**config.mk**
```make
export PLATFORM = sky130hd
export DESIGN_NAME = mux2_rr_arbiter
export DESIGN_NICKNAME = d
export VERILOG_FILES = /design/src/rtl/mux2_rr_arbiter_pkg.sv /design/src/rtl/mux2_rr_arbiter_mux.sv /design/src/rtl/mux2_rr_arbiter.sv
export SDC_FILE = /design/constraint.sdc
export NUM_CORES = 1
export LEC_CHECK = 0
export ABC_AREA = 0
export CAP_MARGIN = 40
export CORE_AREA = 2 2 39 41
export CTS_BUF_LIST = sky130_fd_sc_hd__clkbuf_2
export CTS_CLUSTER_DIAMETER = 50
export DETAILED_ROUTE_END_ITERATION = 7
export DIE_AREA = 0 0 41 43
export HOLD_SLACK_MARGIN = 0.12
export PLACE_DENSITY_LB_ADDON = 0.3
export SYNTH_ARGS = -nofsm -noshare
export SYNTH_HDL_FRONTEND = slang
export SYNTH_HIERARCHICAL = 1
export SYNTH_SLANG_ARGS = --single-unit
```
**constraint.sdc**
```tcl
create_clock -name clk -period 5.1 [get_ports clk]
set_clock_uncertainty 0.2 [all_clocks]
set_input_delay 0.765 -clock clk [delete_from_list [all_inputs] [get_ports clk]]
set_output_delay 0.765 -clock clk [all_outputs]
set_load 0.05 [all_outputs]
```
**src/rtl/mux2_rr_arbiter_pkg.sv**
```systemverilog
// Shared types and next-state rule for the two-requester round-robin mux arbiter.
// Each grant state has a one-hot encoding. Bit 0 of the state drives gnt0 and
// bit 1 drives gnt1, so the state register doubles as the registered grant pair.
package mux_arb_pkg;

  typedef enum logic [1:0] {
    IDLE = 2'b00,
    GNT0 = 2'b01,
    GNT1 = 2'b10
  } arb_state_e;

  // Round-robin next-state rule.
  // last names the requester granted most recently: a tie goes to the other side.
  // hold_done means the current holder has used up its burst allowance.
  function automatic arb_state_e arb_next(
    input arb_state_e cur,
    input logic       req0,
    input logic       req1,
    input logic       last,
    input logic       hold_done
  );
    arb_state_e nxt;
    nxt = cur;
    case (cur)
      IDLE: begin
        if (req0 && req1) nxt = last ? GNT0 : GNT1;
        else if (req0)    nxt = GNT0;
        else if (req1)    nxt = GNT1;
        else              nxt = IDLE;
      end
      GNT0: begin
        if (!req0)                  nxt = req1 ? GNT1 : IDLE;
        else if (req1 && hold_done) nxt = GNT1;
        else                        nxt = GNT0;
      end
      GNT1: begin
        if (!req1)                  nxt = req0 ? GNT0 : IDLE;
        else if (req0 && hold_done) nxt = GNT0;
        else                        nxt = GNT1;
      end
      default: nxt = IDLE;
    endcase
    return nxt;
  endfunction

endpackage

```
**src/rtl/mux2_rr_arbiter_mux.sv**
```systemverilog
// Gate-level 2:1 mux for a single bit. When S is low, O follows I1. When S is high, O follows I2.
module mux (
  output logic O,
  input  logic S,
  input  logic I1,
  input  logic I2
);

  logic s_n;
  logic a1;
  logic a2;

  not g_inv (s_n, S);
  and g_and1 (a1, s_n, I1);
  and g_and2 (a2, S, I2);
  or  g_or (O, a1, a2);

endmodule

```
**src/rtl/mux2_rr_arbiter.sv**
```systemverilog
// Round-robin arbiter that shares one 2:1 mux channel between two requesters.
// A grant lasts for a whole burst. If the other side is waiting, the holder is
// forced to give up the channel after MAX_HOLD consecutive cycles.
module mux2_rr_arbiter
  import mux_arb_pkg::*;
#(
  parameter int WIDTH    = 1,
  parameter int MAX_HOLD = 4
) (
  input  logic             clk,
  input  logic             rst_n,
  input  logic             req0,
  input  logic             req1,
  input  logic [WIDTH-1:0] d0,
  input  logic [WIDTH-1:0] d1,
  output logic             gnt0,
  output logic             gnt1,
  output logic             sel,
  output logic [WIDTH-1:0] dout,
  output logic             dvalid
);

  localparam int CW = $clog2(MAX_HOLD);
  localparam logic [CW-1:0] CNT_MAX = CW'(MAX_HOLD - 1);

  arb_state_e    state;
  arb_state_e    nxt;
  logic [CW-1:0] cnt;
  logic          last;
  logic          stay_busy;

  assign nxt       = arb_next(state, req0, req1, last, cnt == CNT_MAX);
  assign stay_busy = ((state == GNT0) && req0) || ((state == GNT1) && req1);

  // Grant FSM, including the burst counter, the round-robin memory and the registered mux select.
  always_ff @(posedge clk or negedge rst_n) begin
    if (!rst_n) begin
      state <= IDLE;
      cnt   <= '0;
      last  <= 1'b1;
      sel   <= 1'b0;
    end else begin
      state <= nxt;
      if (nxt != state) begin
        cnt <= '0;
        if (nxt == GNT0) begin
          last <= 1'b0;
          sel  <= 1'b0;
        end else if (nxt == GNT1) begin
          last <= 1'b1;
          sel  <= 1'b1;
        end
      end else if (stay_busy && (cnt != CNT_MAX)) begin
        cnt <= cnt + CW'(1);
      end
    end
  end

  assign gnt0   = state[0];
  assign gnt1   = state[1];
  assign dvalid = (gnt0 & req0) | (gnt1 & req1);

  // Instantiate one gate-level mux per data bit, so the shared channel carries no behavioural select.
  for (genvar i = 0; i < WIDTH; i++) begin : g_bit
    mux u_mux (
      .O (dout[i]),
      .S (sel),
      .I1(d0[i]),
      .I2(d1[i])
    );
  end

endmodule

```
# ---- Word-level counts from Yosys, hierarchy flattened
# Cells that the tools add are included.
dict set report classes {
  eq_ne 7
  bitwise_logic 7
  n_mux 14
  n_addsub 1
  n_reduce_logical 11
}
# operator n
set op_table {}
lappend op_table {{2-bit 2-to-1 mux} 10}
lappend op_table {{2-bit equality test (second input constant)} 3}
lappend op_table {{1-bit logical AND} 6}
lappend op_table {{2-bit one-hot mux with 3 select lines} 1}
lappend op_table {{1-bit AND} 4}
lappend op_table {{2-bit by 1-bit equality test with 1-bit output (second input constant)} 2}
lappend op_table {{2-bit nonzero test} 2}
lappend op_table {{1-bit 2-to-1 mux} 3}
lappend op_table {{2-bit by 1-bit adder with 2-bit output (second input constant)} 1}
lappend op_table {{2-bit zero test} 1}
lappend op_table {{2-bit inequality test} 1}
lappend op_table {{2-bit inequality test (second input constant)} 1}
lappend op_table {{1-bit bitwise OR} 2}
lappend op_table {{2-bit AND reduction} 1}
lappend op_table {{1-bit logical OR} 1}
lappend op_table {{1-bit NOT} 1}
dict set report word_totals {
  input_bits 6
  reg_bits 6
  word_cells 44
}

# ---- Depth between registers and ports, before layout
# Gate-level depths: netlist (run 1).
dict set report logic_depth {
  word_depth 8
  mapped_depth 8
  mapped_depth_nobuf 8
}

# ---- By module
# Netlist (run 1), hierarchy kept.
# mod cells_per_inst seq_area_each_um2 area_per_inst_um2 instances
set by_module_without_submodules {}
lappend by_module_without_submodules {mux2_rr_arbiter 40 151.4 401.6 1}
lappend by_module_without_submodules {mux 1 0.0 15.0 1}

# ---- Worst setup path after synthesis (run 1)
# OpenSTA, ideal clock, no wires.
dict set report synth_path {
  path_kind {flip-flop to flip-flop}
  start {reg state[0]}
  end {reg sel}
  slack_ps 2863
  setup_ps 126
  arrival_ps 1911
  required_ps 4774
  stages_incl_launch_ff 9
  path_cell_list {dfrtp_1 -> buf_4 -> mux2_2 -> o21ai_0 -> nand3_1 -> ha_1 -> a21oi_1 -> o21ai_2 -> mux2i_1}
}
dict set report synth_between {
  elab_chain_cells 5
}
# item line_no
set synth_rtl {}
lappend synth_rtl {{from (decl)} mux2_rr_arbiter.sv:26} ;# arb_state_e state;
lappend synth_rtl {{from (signal assigned)} mux2_rr_arbiter.sv:43} ;# state <= nxt;
lappend synth_rtl {{2-bit equality test, or another cell as far along} mux2_rr_arbiter_pkg.sv:24} ;# case (cur)
lappend synth_rtl {{2-bit one-hot mux with 3 select lines} mux2_rr_arbiter_pkg.sv:24}
lappend synth_rtl {{2-bit by 1-bit equality test with 1-bit output / 2-bit equality test (equally long branches)} {mux2_rr_arbiter.sv:46, mux2_rr_arbiter.sv:49}}
lappend synth_rtl {{2-bit nonzero test (no source line)} --}
lappend synth_rtl {{2-bit AND reduction (no source line)} --}
lappend synth_rtl {{to (signal assigned)} mux2_rr_arbiter.sv:41} ;# sel <= 1'b0;
lappend synth_rtl {{to (signal assigned)} mux2_rr_arbiter.sv:48} ;# sel <= 1'b0;
lappend synth_rtl {{to (signal assigned)} mux2_rr_arbiter.sv:51} ;# sel <= 1'b1;
lappend synth_rtl {{to (decl)} mux2_rr_arbiter.sv:18} ;# output logic sel,
# Parallel ways exist; a longest one is shown, timed or not.
# A chain may end at the register's enable or synchronous reset.

# ---- Final worst setup path (run 1)
dict set report layout_path {
  start {in req1}
  end {out dvalid}
}
dict set report layout_between {
  elab_chain_cells 2
}
# item line_no
set layout_rtl {}
lappend layout_rtl {{from (decl)} mux2_rr_arbiter.sv:13} ;# input logic req1,
lappend layout_rtl {{1-bit AND} mux2_rr_arbiter.sv:61} ;# assign dvalid = (gnt0 & req0) | (gnt1 & req1);
lappend layout_rtl {{1-bit bitwise OR} mux2_rr_arbiter.sv:61}
lappend layout_rtl {{to (decl)} mux2_rr_arbiter.sv:20} ;# output logic dvalid
# Every way passes these cells.

==> impl_metrics.prom, run 1 <==
# TYPE chip_impl_metric gauge
chip_impl_metric{name="gp_congestion",unit=""} 0.698
chip_impl_metric{name="cts_htree_levels",unit=""} 1
chip_impl_metric{name="port-buffer-count",unit=""} 10
chip_impl_metric{name="min_path_cells",unit=""} 2
chip_impl_info{name="cp_top_family",value="buffers and inverters"} 1
chip_impl_metric{name="power_density_normalized_to_cell_area",unit="mW/mm^2"} 426
chip_impl_info{name="timing.critical_path.slowest_stage_cell",value="sky130_fd_sc_hd__clkdlybuf4s50_1"} 1
chip_impl_metric{name="row_count",unit=""} 14
chip_impl_metric{name="power_leakage",unit="nW"} 0.247
chip_impl_metric{name="gate_count_after_technology_mapping",unit=""} 41
chip_impl_metric{name="totalWireLength",unit="um"} 805
chip_impl_metric{name="footprint_of_the_multi_input_gates",unit="um^2"} 239
chip_impl_metric{name="netlist_area",unit="um^2"} 417
chip_impl_metric{name="finalHoldViolCount",unit=""} 0
chip_impl_metric{name="synthAdderAreaFrac",unit="%"} 6.01
chip_impl_metric{name="number_of_antenna_violations_at_the_first_check_in_global_routing",unit=""} 0
chip_impl_metric{name="final-seq-area",unit="um^2"} 151
chip_impl_metric{name="pin_count_of_the_biggest_net_entering_global_routing",unit=""} 12
chip_impl_metric{name="synthToLayoutAreaGrowth",unit="%"} 29.1
chip_impl_info{name="ys_top_cells_by_area",value="sky130_fd_sc_hd__dfrtp_1 30%, sky130_fd_sc_hd__mux2i_1 9.6%, sky130_fd_sc_hd__dfstp_2 6.3%"} 1
chip_impl_metric{name="num-nets-final",unit=""} 62
chip_impl_metric{name="place_ws",unit="ns"} 1.82
chip_impl_metric{name="clkSinkCount",unit=""} 6
chip_impl_metric{name="dp.cells",unit=""} 65
chip_impl_metric{name="critPathMaxFanout",unit=""} 8
chip_impl_info{name="timing.critical_path.cells",value="clkdlybuf4s50_1, a22o_2, clkdlybuf4s50_1"} 1
chip_impl_metric{name="synth_top_area_share",unit="%"} 30.0
chip_impl_info{name="critPathKind",value="in2out"} 1
chip_impl_metric{name="die_area",unit="mm^2"} 0.00176
chip_impl_metric{name="ys_async_sr_fraction",unit="%"} 100
chip_impl_metric{name="seq_cells_post_synth",unit=""} 6
chip_impl_metric{name="max_slew_margin",unit="%"} 67.2
chip_impl_metric{name="ys_types",unit=""} 24
chip_impl_metric{name="grt_pass1_vias",unit=""} 314
chip_impl_metric{name="start_util",unit="%"} 30.1
chip_impl_metric{name="post_synthesis_share_of_cell_area_spent_on_and_or_nand_and_nor_gates",unit="%"} 15.6
chip_impl_info{name="outcome",value="finished, final reports clean"} 1
chip_impl_info{name="critPathLaunch",value="req1"} 1
chip_impl_info{name="dominant_register_cell_in_the_synthesized_netlist",value="sky130_fd_sc_hd__dfrtp_1"} 1
chip_impl_info{name="min_path_type",value="reg2reg"} 1
chip_impl_metric{name="vdd.ir_drop.worst",unit="mV"} 0.140
chip_impl_metric{name="setup-tns-final",unit="ns"} 0
chip_impl_metric{name="cts_inserted_buffers",unit=""} 3
chip_impl_metric{name="ios",unit=""} 11
chip_impl_metric{name="post_cts_resized",unit=""} 0
chip_impl_metric{name="setup_viol",unit=""} 0
chip_impl_info{name="worstHoldStart",value="last"} 1
chip_impl_metric{name="ys.warnings.count",unit=""} 6
chip_impl_info{name="synth.cells.most_frequent",value="5 x sky130_fd_sc_hd__dfrtp_1, 5 x sky130_fd_sc_hd__nand2_1, 4 x sky130_fd_sc_hd__a21oi_1, 4 x sky130_fd_sc_hd__mux2i_1"} 1
chip_impl_metric{name="worstSkewPairLatency",unit="ns"} 0.24
chip_impl_metric{name="layout.cell_area.non_filler",unit="um^2"} 538
chip_impl_metric{name="core",unit="mm^2"} 0.00138
chip_impl_metric{name="grt_use_total",unit="%"} 12.7
chip_impl_metric{name="timing.fmax",unit="MHz"} 305
chip_impl_metric{name="antenna-diode-count",unit=""} 0
chip_impl_metric{name="cts_max_path_buffers",unit=""} 2
chip_impl_info{name="tritoncts",value="yes"} 1
chip_impl_metric{name="dr.first_iter.drc_count",unit=""} 3
chip_impl_metric{name="firstDrtPassIters",unit=""} 4
chip_impl_metric{name="horizontal_extent_of_the_die",unit="um"} 41
chip_impl_info{name="cts_root_buf",value="sky130_fd_sc_hd__clkbuf_2"} 1
chip_impl_metric{name="synthesis.nets",unit=""} 49
chip_impl_metric{name="routed-via-count",unit=""} 337
chip_impl_metric{name="post_drt_wl_per_cell",unit="um"} 11.7
chip_impl_metric{name="synthesis.area_per_instance",unit="um^2"} 10.2
chip_impl_metric{name="ff2ff_setup_slack",unit="ns"} 2.81
chip_impl_metric{name="synth.yosys.seq_area_share",unit="%"} 36.3
chip_impl_info{name="worst_path_most_repeated_cell",value="sky130_fd_sc_hd__clkdlybuf4s50_1"} 1
chip_impl_metric{name="floorplan.die.height",unit="um"} 43
chip_impl_metric{name="wp_buf_inv",unit=""} 2
chip_impl_metric{name="max_slew.worst_pin.slew",unit="ns"} 0.491
chip_impl_metric{name="drive_gt1_share",unit="%"} 22.6
chip_impl_metric{name="cts-hold-fix-buffers",unit=""} 0
chip_impl_metric{name="p_clk_share",unit="%"} 18.0
chip_impl_metric{name="total_power",unit="uW"} 229
chip_impl_metric{name="arrival",unit="ns"} 2.31
chip_impl_metric{name="final-max-slew-violation-count",unit=""} 0
chip_impl_info{name="synth_top_family_by_area",value="compound AO/OA/AOI/OAI gates"} 1
chip_impl_info{name="worstSetupStartpointType",value="input pin"} 1
chip_impl_metric{name="global_route.overflow_total",unit=""} 0
chip_impl_metric{name="worstPathRequired",unit="ns"} 4.14
chip_impl_info{name="worstReg2RegStart",value="cnt[1]"} 1
chip_impl_metric{name="crit_cells",unit=""} 3
chip_impl_metric{name="timing.final.crit_share",unit="%"} 64.3
chip_impl_info{name="min_delay_worst_endpoint",value="last"} 1
chip_impl_metric{name="synth_compound_area_share",unit="%"} 17.7
chip_impl_metric{name="filler_cell_count",unit=""} 142
chip_impl_metric{name="routed_via_density",unit=""} 4.88
chip_impl_metric{name="synth_enable_flop_cells",unit=""} 0
chip_impl_metric{name="setup_slack",unit="ns"} 1.82
chip_impl_metric{name="dpl.hpwl",unit="um"} 569
chip_impl_metric{name="ant_nets_after_route",unit=""} 0
chip_impl_metric{name="drc_errors",unit=""} 0
chip_impl_metric{name="power.share.switching",unit="%"} 43.0
chip_impl_metric{name="final_core_utilization",unit="%"} 38.9
chip_impl_metric{name="critical-path-max-stage-delay",unit="ns"} 0.79
chip_impl_metric{name="maxCapViolCount",unit=""} 0
chip_impl_metric{name="placed_area",unit="um^2"} 518
chip_impl_metric{name="final.hold.worst_slack",unit="ns"} 0.302
chip_impl_metric{name="clk_pin_slew",unit="ns"} 0.06
chip_impl_metric{name="cts_setup_buffers",unit=""} 0
chip_impl_metric{name="synth_xor_area_share",unit="%"} 2.10
chip_impl_info{name="r2r_end",value="sel"} 1
chip_impl_info{name="critical_path.endpoint_type",value="output pin"} 1
chip_impl_metric{name="synthMuxAreaShare",unit="%"} 15.9
chip_impl_metric{name="timing.final.crit_period",unit="ns"} 3.28
chip_impl_metric{name="ff2ff_path_depth",unit=""} 8
chip_impl_metric{name="power_switching",unit="uW"} 98.5
chip_impl_metric{name="grt_pass1_wl",unit="mm"} 1.35
chip_impl_metric{name="final_cell_count_no_fill",unit=""} 69
chip_impl_metric{name="part_of_the_power_in_combinational_logic",unit="%"} 48.4
chip_impl_info{name="synth.largest_area_cell",value="sky130_fd_sc_hd__dfrtp_1"} 1
chip_impl_metric{name="seq_power_share",unit="%"} 33.7
chip_impl_info{name="grt_setup_unrepaired",value="false"} 1
chip_impl_metric{name="p_int",unit="uW"} 130
## final cells by class
type / instances / area share, %
multi-input combinational: 31 / 44.4
sequential: 6 / 28.1
timing repair buffer: 10 / 18.6
clock buffer: 4 / 3.72
tap: 16 / 3.72
inverter: 2 / 1.40
## cell usage in the layout, fill, tap and decap left out
cell                               n
sky130_fd_sc_hd__a21oi_1           4
sky130_fd_sc_hd__a22o_2            1
sky130_fd_sc_hd__a31oi_1           1
sky130_fd_sc_hd__and3_1            1
sky130_fd_sc_hd__and3b_1           1
sky130_fd_sc_hd__and3b_2           1
sky130_fd_sc_hd__clkbuf_2          4
sky130_fd_sc_hd__clkdlybuf4s50_1  10
sky130_fd_sc_hd__dfrtp_1           5
sky130_fd_sc_hd__dfstp_2           1
sky130_fd_sc_hd__ha_1              2
sky130_fd_sc_hd__inv_1             2
sky130_fd_sc_hd__mux2_2            1
sky130_fd_sc_hd__mux2_4            1
sky130_fd_sc_hd__mux2i_1           4
sky130_fd_sc_hd__nand2_1           5
sky130_fd_sc_hd__nand3_1           1
sky130_fd_sc_hd__nor3_1            2
sky130_fd_sc_hd__o21ai_0           1
sky130_fd_sc_hd__o21ai_2           1
sky130_fd_sc_hd__o21ba_4           1
sky130_fd_sc_hd__o31ai_1           1
sky130_fd_sc_hd__or2_2             1
sky130_fd_sc_hd__xnor2_1           1
## per-layer routing
metal	GRT usage, %	up-vias	share of wire, %
li1	-	171	-
met1	14.6	158	44
met2	15.9	6	50
met3	6.28	2	4.7
met4	12.0	0	1.7
met5	0	-	0
## flip-flops by register name, summed over array words and instances, names as in the netlist
register / cells
cnt: 2
state: 2
last: 1
sel: 1
## how the worst max path moves through the flow
stage	end	slack, ns
after floorplan	sel	2.86
after global placement	dvalid	1.84
after detailed placement	dvalid	1.82
after CTS	dvalid	1.82
after global routing	dvalid	1.75
final	dvalid	1.82
## cell families (layout without fill, tap and decap cells)
kind of cell,Yosys count,in the layout
XOR/XNOR,1,1
buffers and inverters,4,16
adder cells (fa/ha/maj),2,2
AO/OA/AOI/OAI,10,10
AND/OR/NAND/NOR,12,12
multiplexers,6,6
flip-flops,6,6
## power by group through the flow
stage | Clock, mW | Combinational (mW) | Sequential, mW
floorplan | 0 | 0.0659 | 0.0940
global placement | 0 | 0.111 | 0.0777
detailed placement | 0 | 0.111 | 0.0779
CTS | 0.0437 | 0.112 | 0.0771
global route | 0.0469 | 0.119 | 0.0796
finish | 0.0412 | 0.111 | 0.0771
## worst min-delay path, cell delays in order (launching register included)
cell and delay, ns:
sky130_fd_sc_hd__dfstp_2 0.37, sky130_fd_sc_hd__inv_1 0.06, sky130_fd_sc_hd__mux2i_1 0.07
(Power assumes the default switching activity.)
==> run 2: changes to the inputs <==
Clock period 5.1 ns to 3.1 ns, I/O delays scaled along.
==> run 2 against run 1 <==
Effect of this change: wire length fell by 9.7%; non-clock buffer count did not move; sequential cell count did not move; die area did not move; setup slack got worse by 1.4 ns; final area did not move; clock power rose by 53%; utilization did not move; global-route usage fell by 2.6 points; critical path depth did not move; sequential share of layout area did not move; hold slack got worse by 0.032 ns; critical endpoint unchanged.
==> impl_metrics.prom, run 2 (synthesis results as in run 1) <==
# TYPE chip_impl_metric gauge
chip_impl_info{name="outcome",value="finished, final reports clean"} 1
chip_impl_metric{name="post_cts_resized",unit=""} 0
chip_impl_metric{name="firstDrtPassIters",unit=""} 4
chip_impl_metric{name="grt_pass1_vias",unit=""} 298
chip_impl_metric{name="synthToLayoutAreaGrowth",unit="%"} 29.1
chip_impl_metric{name="final_cell_count_no_fill",unit=""} 69
chip_impl_metric{name="clkSinkCount",unit=""} 6
chip_impl_metric{name="row_count",unit=""} 14
chip_impl_info{name="grt_setup_unrepaired",value="false"} 1
chip_impl_metric{name="vdd.ir_drop.worst",unit="mV"} 0.255
chip_impl_metric{name="antenna-diode-count",unit=""} 0
chip_impl_metric{name="ios",unit=""} 11
chip_impl_metric{name="routed_via_density",unit=""} 4.88
chip_impl_metric{name="placed_area",unit="um^2"} 518
chip_impl_metric{name="routed-via-count",unit=""} 337
chip_impl_metric{name="max_slew.worst_pin.slew",unit="ns"} 0.491
chip_impl_metric{name="setup_slack",unit="ns"} 0.425
chip_impl_info{name="timing.critical_path.cells",value="clkdlybuf4s50_1, a22o_2, clkdlybuf4s50_1"} 1
chip_impl_metric{name="total_power",unit="uW"} 372
chip_impl_metric{name="port-buffer-count",unit=""} 10
chip_impl_metric{name="number_of_antenna_violations_at_the_first_check_in_global_routing",unit=""} 0
chip_impl_info{name="cp_top_family",value="buffers and inverters"} 1
chip_impl_metric{name="finalHoldViolCount",unit=""} 0
chip_impl_metric{name="gp_congestion",unit=""} 0.698
chip_impl_metric{name="cts_htree_levels",unit=""} 1
chip_impl_metric{name="p_clk_share",unit="%"} 16.9
chip_impl_metric{name="num-nets-final",unit=""} 62
chip_impl_metric{name="horizontal_extent_of_the_die",unit="um"} 41
chip_impl_metric{name="global_route.overflow_total",unit=""} 0
chip_impl_metric{name="p_int",unit="uW"} 215
chip_impl_metric{name="timing.final.crit_share",unit="%"} 86.3
chip_impl_metric{name="power_switching",unit="uW"} 157
chip_impl_metric{name="dp.cells",unit=""} 65
chip_impl_metric{name="die_area",unit="mm^2"} 0.00176
chip_impl_metric{name="worstSkewPairLatency",unit="ns"} 0.22
chip_impl_metric{name="drive_gt1_share",unit="%"} 22.6
chip_impl_metric{name="critPathMaxFanout",unit=""} 8
chip_impl_metric{name="drc_errors",unit=""} 0
chip_impl_metric{name="part_of_the_power_in_combinational_logic",unit="%"} 48.9
chip_impl_info{name="cts_root_buf",value="sky130_fd_sc_hd__clkbuf_2"} 1
chip_impl_metric{name="layout.cell_area.non_filler",unit="um^2"} 538
chip_impl_info{name="worst_path_most_repeated_cell",value="sky130_fd_sc_hd__clkdlybuf4s50_1"} 1
chip_impl_info{name="tritoncts",value="yes"} 1
chip_impl_metric{name="pin_count_of_the_biggest_net_entering_global_routing",unit=""} 12
chip_impl_metric{name="grt_pass1_wl",unit="mm"} 1.21
chip_impl_metric{name="power_density_normalized_to_cell_area",unit="mW/mm^2"} 691
chip_impl_metric{name="cts_inserted_buffers",unit=""} 3
chip_impl_metric{name="floorplan.die.height",unit="um"} 43
chip_impl_metric{name="wp_buf_inv",unit=""} 2
chip_impl_metric{name="dpl.hpwl",unit="um"} 570
chip_impl_metric{name="final-max-slew-violation-count",unit=""} 0
chip_impl_metric{name="max_slew_margin",unit="%"} 67.2
chip_impl_metric{name="worstPathRequired",unit="ns"} 2.43
chip_impl_info{name="worstSetupStartpointType",value="input pin"} 1
chip_impl_info{name="layout_top_registers",value="cnt: 2 flops, state: 2 flops"} 1
chip_impl_metric{name="timing.final.crit_period",unit="ns"} 2.67
chip_impl_metric{name="setup_viol",unit=""} 0
chip_impl_info{name="critical_path.endpoint_type",value="output pin"} 1
chip_impl_metric{name="power_leakage",unit="nW"} 0.247
chip_impl_metric{name="seq_power_share",unit="%"} 34.1
chip_impl_metric{name="timing.fmax",unit="MHz"} 374
chip_impl_metric{name="clk_pin_slew",unit="ns"} 0.06
chip_impl_info{name="critPathKind",value="in2out"} 1
chip_impl_metric{name="final.hold.worst_slack",unit="ns"} 0.269
chip_impl_info{name="layout_commonest_cell",value="sky130_fd_sc_hd__clkdlybuf4s50_1"} 1
chip_impl_info{name="mostFrequentLayoutCells",value="10 x sky130_fd_sc_hd__clkdlybuf4s50_1, 5 x sky130_fd_sc_hd__nand2_1, 5 x sky130_fd_sc_hd__dfrtp_1"} 1
chip_impl_metric{name="cts-hold-fix-buffers",unit=""} 0
chip_impl_metric{name="final_core_utilization",unit="%"} 38.9
chip_impl_metric{name="dr.first_iter.drc_count",unit=""} 7
chip_impl_metric{name="start_util",unit="%"} 30.1
chip_impl_metric{name="setup-tns-final",unit="ns"} 0
chip_impl_metric{name="core",unit="mm^2"} 0.00138
chip_impl_metric{name="critical-path-max-stage-delay",unit="ns"} 0.79
chip_impl_metric{name="totalWireLength",unit="um"} 727
chip_impl_metric{name="arrival",unit="ns"} 2.01
chip_impl_metric{name="grt_use_total",unit="%"} 10.0
chip_impl_metric{name="cts_max_path_buffers",unit=""} 2
chip_impl_metric{name="place_ws",unit="ns"} 0.415
chip_impl_metric{name="post_drt_wl_per_cell",unit="um"} 10.5
chip_impl_info{name="min_path_type",value="in2async"} 1
chip_impl_info{name="timing.critical_path.slowest_stage_cell",value="sky130_fd_sc_hd__clkdlybuf4s50_1"} 1
chip_impl_metric{name="power.share.switching",unit="%"} 42.2
chip_impl_metric{name="maxCapViolCount",unit=""} 0
chip_impl_metric{name="cts_setup_buffers",unit=""} 0
chip_impl_metric{name="ant_nets_after_route",unit=""} 0
-- run 2: power groups by stage --
stage | logic, mW | registers, mW | clock network (mW)
2_1_floorplan | 0.108 | 0.155 | 0
3_3_place_gp | 0.183 | 0.128 | 0
3_5_place_dp | 0.183 | 0.128 | 0
4_1_cts | 0.184 | 0.127 | 0.0659
5_1_grt | 0.195 | 0.130 | 0.0720
6_report | 0.182 | 0.127 | 0.0630
-- run 2: routing by layer --
metal | vias to the layer above | part of all wire (%) | track usage [%]
met4 | 0 | 0 | 2.00
met1 | 157 | 48 | 13.5
met2 | 8 | 48 | 14.4
met3 | 0 | 4.1 | 4.71
met5 | - | 0 | 0
li1 | 172 | - | -
-- run 2: cell type report --
cell class / instances / area (um^2)
clock buffer: 4 / 20.0
sequential: 6 / 151
inverter: 2 / 7.51
timing repair buffer: 10 / 100
fill: 141 / 846
tap: 16 / 20.0
multi-input combinational: 31 / 239
-- run 2: worst register-to-register path, cell delays in order (launching register included) --
cell                      delay [ns]
sky130_fd_sc_hd__dfrtp_1        0.38
sky130_fd_sc_hd__ha_1           0.28
sky130_fd_sc_hd__mux2_2         0.36
sky130_fd_sc_hd__o21ai_0        0.20
sky130_fd_sc_hd__nand3_1        0.11
sky130_fd_sc_hd__ha_1           0.28
sky130_fd_sc_hd__a21oi_1        0.14
sky130_fd_sc_hd__o21ai_2        0.10
sky130_fd_sc_hd__mux2i_1        0.13
-- run 2: path summary, 6_finish.rpt --
kind                       startpoint     end  slack, ns  cells after the start
min                             rst_n  cnt[1]       0.27                      1
max                              req1  dvalid       0.43                      3
max in group asynchronous       rst_n    last       2.16                      1
min in group clk                 last    last       0.30                      2
min reg2reg                      last    last       0.30                      2
max reg2reg                    cnt[0]     sel       0.81                      8
==> run 3: changes to the inputs <==
Settings changed: TNS_END_PERCENT set to 5.
==> results of run 3 <==
Same layout as run 2: the final DEF is identical, and so are final timing and power.
